### src/rtl/comp_seq_ctrl.sv
// Wide unsigned magnitude compare: one shared 2-bit slice walked MSB-first, one slice per clock.
// Latency: k edges after accepting start (k = first differing slice, NS if equal) or NS when EARLY_EXIT=0.
// Backpressure: start is only taken while busy=0; a start seen while busy is dropped, never queued.
module comp_seq_ctrl #(
    parameter int WIDTH      = 8,
    parameter bit EARLY_EXIT = 1'b1
) (
    input  logic             clk,
    input  logic             rst,
    input  logic             start,
    input  logic [WIDTH-1:0] a,
    input  logic [WIDTH-1:0] b,
    output logic             busy,
    output logic             done,
    output logic             l,
    output logic             e,
    output logic             g
);

    localparam int NS = WIDTH / 2;
    localparam int IW = (NS > 1) ? $clog2(NS) : 1;

    localparam logic [0:0] ST_IDLE    = 1'b0;
    localparam logic [0:0] ST_COMPARE = 1'b1;

    logic [0:0]       state;
    logic [WIDTH-1:0] a_r;
    logic [WIDTH-1:0] b_r;
    logic [IW-1:0]    idx;
    logic             decided;
    logic             dec_lt;
    logic             dec_gt;

    logic [1:0] sl_a;
    logic [1:0] sl_b;
    logic       sl_lt;
    logic       sl_gt;
    logic       sl_ne;
    logic       last_slice;
    logic       finish;
    logic       fin_lt;
    logic       fin_gt;

    // Current slice is selected by shifting the latched words down by 2*idx.
    always_comb begin
        sl_a       = 2'(a_r >> {idx, 1'b0});
        sl_b       = 2'(b_r >> {idx, 1'b0});
        sl_lt      = (sl_a < sl_b);
        sl_gt      = (sl_a > sl_b);
        sl_ne      = sl_lt | sl_gt;
        last_slice = (idx == '0);
        finish     = (EARLY_EXIT && sl_ne) || last_slice;
        // A decision recorded on an earlier slice always wins over the current one.
        fin_lt     = decided ? dec_lt : sl_lt;
        fin_gt     = decided ? dec_gt : sl_gt;
    end

    always_ff @(posedge clk) begin
        if (rst) begin
            state   <= ST_IDLE;
            a_r     <= '0;
            b_r     <= '0;
            idx     <= '0;
            decided <= 1'b0;
            dec_lt  <= 1'b0;
            dec_gt  <= 1'b0;
            busy    <= 1'b0;
            done    <= 1'b0;
            l       <= 1'b0;
            e       <= 1'b0;
            g       <= 1'b0;
        end else begin
            done <= 1'b0;
            case (state)
                ST_IDLE: begin
                    if (start) begin
                        a_r     <= a;
                        b_r     <= b;
                        idx     <= IW'(NS - 1);
                        decided <= 1'b0;
                        dec_lt  <= 1'b0;
                        dec_gt  <= 1'b0;
                        l       <= 1'b0;
                        e       <= 1'b0;
                        g       <= 1'b0;
                        busy    <= 1'b1;
                        state   <= ST_COMPARE;
                    end
                end
                ST_COMPARE: begin
                    if (!decided && sl_ne) begin
                        decided <= 1'b1;
                        dec_lt  <= sl_lt;
                        dec_gt  <= sl_gt;
                    end
                    if (finish) begin
                        l     <= fin_lt;
                        g     <= fin_gt;
                        e     <= ~(fin_lt | fin_gt);
                        done  <= 1'b1;
                        busy  <= 1'b0;
                        state <= ST_IDLE;
                    end else begin
                        idx <= idx - 1'b1;
                    end
                end
                default: begin
                    busy  <= 1'b0;
                    state <= ST_IDLE;
                end
            endcase
        end
    end

endmodule
### config.mk
export PLATFORM = sky130hd
export DESIGN_NAME = comp_seq_ctrl
export DESIGN_NICKNAME = d
export VERILOG_FILES = /design/src/rtl/comp_seq_ctrl.sv
export SDC_FILE = /design/constraint.sdc
export NUM_CORES = 1
export LEC_CHECK = 0
export BUFFER_PORTS_ARGS = -buffer_cell sky130_fd_sc_hd__clkbuf_2
export CAP_MARGIN = 30
export CORE_MARGIN = 2
export CORE_UTILIZATION = 25
export DETAILED_ROUTE_END_ITERATION = 7
export PLACE_DENSITY = 0.51
export SKIP_LAST_GASP = 1
export SYNTH_ARGS = -nofsm -noshare
export SYNTH_HDL_FRONTEND = slang
export SYNTH_SLANG_ARGS = --single-unit
### constraint.sdc
create_clock -name clk -period 7.36 [get_ports clk]
set_clock_uncertainty 0.15 [all_clocks]
set_input_delay 1.104 -clock clk [delete_from_list [all_inputs] [get_ports clk]]
set_output_delay 1.104 -clock clk [all_outputs]
set_load 0.02 [all_outputs]
* After elaboration in Yosys (flattened, before gate mapping)
Index checks and enable logic that the tools add are counted.
** Storage, ports and cells
- Register bits :: 27
- Logic and storage cells :: 59
- Output and inout port bits :: 5
- Bits of input ports :: 19
** Cells by class
- Shifts and indexed selects :: 2
- $add $sub $neg :: 1
- Bitwise operators :: 4
- Mux-type cells :: 25
- Reductions and logical operators :: 9
- Order comparisons :: 2
- Eq/ne operators :: 4
** Operators with widths (count)
- 1-bit case mux with 2 select lines :: 8
- 8-bit by 3-bit >> shifter with 2-bit output :: 2
- 1-bit two-way mux :: 14
- 2-bit AND reduction :: 4
- 2-bit two-way mux :: 2
- 2-bit by 1-bit inequality test with 1-bit output (second input constant) :: 2
- 2-bit inequality test (second input constant) :: 2
- 2-bit case mux with 2 select lines :: 1
- 2-bit > comparator :: 1
- 2-bit logical NOT :: 1
- 2-bit less-than comparator :: 1
- 1-bit NOT :: 2
- 1-bit bitwise OR :: 2
- 2-bit OR reduction :: 1
- 2-bit by 1-bit subtractor with 2-bit output (second input constant) :: 1
- 1-bit logical AND :: 1
- 1-bit logical NOT :: 1
- 1-bit logical OR :: 1

* Depth between registers and ports, before layout
- Word-level depth :: 7
- Mapped depth :: 8
- Depth with buffers taken out :: 7

* Least setup slack after synthesis
OpenSTA, ideal clock, no wires.
- Path kind :: register -> register
- Start :: register idx[0]
- End :: register idx[1]
- Period minus slack after synthesis :: 2.333 ns
- Library setup time :: 0.079 ns
- Arrival :: 2.103 ns
- Setup slack :: 5.027 ns
- Cell stages (with the launch flop) :: 8
- Data required time :: 7.131 ns
- Path buffers :: 1
- Cell sequence :: dfxtp_1 > buf_2 > mux4_2 > ha_1 > nand2_2 > nor3_4 > mux2_4 > a211oi_2
** Between the ends
- Cells in the longest elaborated chain, start to end :: 6
- Elaborated cells on any way between the ends :: 12
- Those cells by class :: add/sub: 1; order compare: 2; eq/ne: 1; shift: 2; mux: 2; bitwise: 1; reduce/logical: 3
** Ends and longest elaborated chain
- start, declared :: line 29 : logic [IW-1:0] idx;
- start signal, assigned :: line 79 : idx <= IW'(NS - 1);
- start signal, assigned :: line 104 : idx <= idx - 1'b1;
- 8-bit by 3-bit >> shifter with 2-bit output (on tied branches) :: line 46, 47
- 2-bit less-than comparator / 2-bit > comparator (equally long branches) :: line 48, 49
- 1-bit bitwise OR :: line 50 : sl_ne = sl_lt | sl_gt;
- 1-bit logical OR :: line 52 : finish = (EARLY_EXIT && sl_ne) || last_slice;
- 2-bit inequality test (no source line)
- 2-bit AND reduction (no source line)
Parallel ways exist; a longest one is shown, timed or not. The select of a mux whose other input is x is not followed.
A chain may end at the register's enable or synchronous reset.

* Final worst setup path
Ends and elaborated chain as after synthesis.

==> results by group <==
CTS
  • Num CTS Buffers: 3
  • Worst-case clock buffer depth: 2
  • Hold Buf Count CTS: 0
  • Resized Gates After CTS: 0
  • CTS tree: yes
  • Clock sinks: 27
  • Root buffer selected by CTS: clkbuf_8
  • CTS clk-pin slew, worst paths: roughly 0.090 ns
  • H-Tree Depth: 1
  • Clk_lat worst skew: about 0.27 ns
  • Setup Fix Bufs, Post-CTS: 0

Synth
  • Leading cell types by count after synthesis: nand2_1 (35), dfxtp_1 (27), a21oi_1 (20), buf_2 (7), nor2_1 (7)
  • Post-synthesis simple-gate area fraction: around a fifth
  • Largest family of logic cells by synthesized area: simple AND/OR/NAND/NOR gates
  • Synth Warn #: 0
  • Avg Inst Size Synth: 8.82 µm²
  • Top-count cell post-synth: nand2_1
  • Yosys top cell by area: dfxtp_1
  • Main synth FF type: dfxtp_1
  • Synth Area in Compound Gates: between 15 and 20%
  • Adder-cell share of the synthesized area: 3.02%
  • Post-synth EDFFs: 0
  • Cell area after synthesis: about 1200 µm²
  • Post-synth top area share: a little over two fifths
  • Sequential share of the synthesized area: a little over two fifths
  • Mux cell area share after synthesis: 10.2%
  • Syn Nets: 163
  • Mapped Cells: ~140
  • Area contributors post-synth: dfxtp_1 (43%), nand2_1 (11%), a21oi_1 (8.0%)
  • Async S/R FF share, synth: 0%
  • Post-synthesis register bit count: 27
  • Synth cell types: 32
  • XOR/XNOR Fraction of Synth Area: 0.704%

Floorplan
  • Total die area: between 5000 and 6000 µm²
  • Rows: 25
  • I/O pins: 24
  • Die Span Y: about 75 µm
  • Initial Util: a little over a quarter
  • Die Wd: 74.5 µm
  • Core area: 4750 µm²

Pwr
  • Overall power: between 300 and 400 µW
  • Clock power share: around a quarter
  • Pleak: 0.000569 µW
  • Cell Pwr Density: about 230 nW/µm²
  • Flop pwr share: between 50% and 60%
  • Sw power: approximately 100 µW
  • Sw Share: between 30% and 40%
  • Logic gate share of total power: around 24%
  • Max VDD drop: approximately 0.000094 V
  • Int Power: 233 µW

Routing
  • Drt pass-1 iters: 4
  • Post-route DRC: 0
  • Initial DRC count: slightly above 70
  • Drt total wl: about 2600 µm
  • WL/cell: roughly 11 µm
  • Via count: roughly 1000
  • Final ANT Viol Nets: 0
  • Via-to-Cell Ratio: around 4.4

STA
  • Setup TNS: 0 ns
  • Slew @ Worst Pin: around 0.76 ns
  • Tmin final: between 2 and 3 ns
  • Achievable frequency: between 300 and 400 MHz
  • Final setup vio count: 0
  • RSZ-0062 raised after global routing: no
  • Final period util: approximately 36%
  • Final Max Tran Viols: 0
  • Final Hold Vio Count: 0
  • Rel. slew slack: 49.3%

Global routing
  • Total GRT Usage: a little over a tenth
  • First-pass GRT wire length: 4480 µm
  • Vias in the first global route: between 900 and 1000
  • Initial antenna violation count: 0
  • Largest net degree at the start of global routing: 28
  • Grt total ovfl: 0

Placed design
  • Buffers on Ports: 23
  • Detailed placement HPWL: about 1800 µm
  • RD Place Congestion: approximately 0.7

Worst setup path
  • Crit Path Class: flop to flop
  • Critical Path AT: ~2.7 ns
  • CP bufs+invs: 0
  • CP max stage delay: 0.59 ns
  • Cell family with most CP delay: multiplexers
  • CP cell instances: mux4_2, ha_1, nand2_2, nor3_4, mux2_4, a211oi_2
  • Critical-path top delay cell: mux4_2
  • Worst-path fanout max: 7
  • CP required: between 7 and 8 ns
  • Critical Path Start Type: flop
  • Crit end category: flop

Cells and area
  • Layout cells sized above 1: 24.5%
  • Ant. Diodes: 0
  • P&R area growth vs syn: 16.8%
  • Top Registers: a_r: 8 flops, b_r: 8 flops, idx: 2 flops
  • Final nets: approximately 180

Job
  • Max-Cap Viols: 0

Hold path
  • Hold Path Class: flop to flop

Run status
  • Status: finished, final reports clean
## area by class of cell
class | instances | area [µm²]
Multi-Input combinational cell | 98 | 634
Tap cell | 67 | 83.8
Fill cell | 531 | 3300
Clock buffer | 4 | 45.0
Inverter | 6 | 22.5
Timing Repair Buffer | 24 | 126
Sequential cell | 27 | 541
## layer usage
| layer | wire length, µm | up-vias | GRT usage (%) |
|---|---|---|---|
| li1 | - | 514 | - |
| met1 | 1320 | 461 | 14.4 |
| met2 | 1130 | 26 | 16.4 |
| met3 | 117 | 2 | 2.98 |
| met4 | 12 | 0 | 2.38 |
| met5 | 0 | - | 0 |
## layout by cell type, fill, tap and decap left out, drive strengths merged
master,count
a211oi,4
a21oi,20
a22o,2
and2,2
buf,1
clkbuf,27
dfxtp,27
ha,3
inv,6
mux2,2
mux2i,1
mux4,4
nand2,36
nand2b,1
nand3,1
nand4b,1
nor2,7
nor2b,3
nor3,4
o211ai,1
o21ai,1
o31ai,2
o32ai,1
o41ai,1
xnor2,1
## worst min-delay path: stages (launching register included)
cell and delay, ns:
dfxtp_1 0.32, nand2_1 0.05, a21oi_1 0.05
## through the flow
step           std cells  area, µm²  utilization (%)  hold WS, ns  setup WS [ns]
2_1_floorplan        141       1240                -        0.283           5.03
3_3_place_gp         221       1400             29.4        0.290           4.63
3_5_place_dp         222       1410             29.6        0.298           4.72
4_1_cts              226       1450             30.6        0.311           4.70
5_1_grt              226       1450             30.6        0.333           4.61
6_report             226       1450             30.6        0.308           4.73
## worst paths after layout
kind	from	end	slack, ns	depth (start not counted)
max reg2reg	idx[0]$_SDFFE_PP0P_	idx[1]$_SDFFE_PP0P_	4.73	6
min reg2reg	b_r[2]$_SDFFE_PP0P_	b_r[2]$_SDFFE_PP0P_	0.31	2
min	b_r[2]$_SDFFE_PP0P_	b_r[2]$_SDFFE_PP0P_	0.31	2
max	idx[0]$_SDFFE_PP0P_	idx[1]$_SDFFE_PP0P_	4.73	6
## power by group through the flow
stage	Sequential (µW)	Clock [µW]	Combinational, µW
after floorplan	168	0	66.4
after global placement	172	0	80.2
after detailed placement	172	0	81.4
after CTS	169	90.6	81.6
after global routing	171	97.0	90.9
final	168	85.5	80.7
## cells by family (layout without fill, tap and decap cells)
logic type | Yosys count | count (layout)
fa+ha+maj | 3 | 3
buf+inv | 16 | 34
compound gates | 32 | 32
xor+xnor | 1 | 1
simple gates | 55 | 55
mux | 7 | 7
flops | 27 | 27
Power figures use the tool's default switching activity.
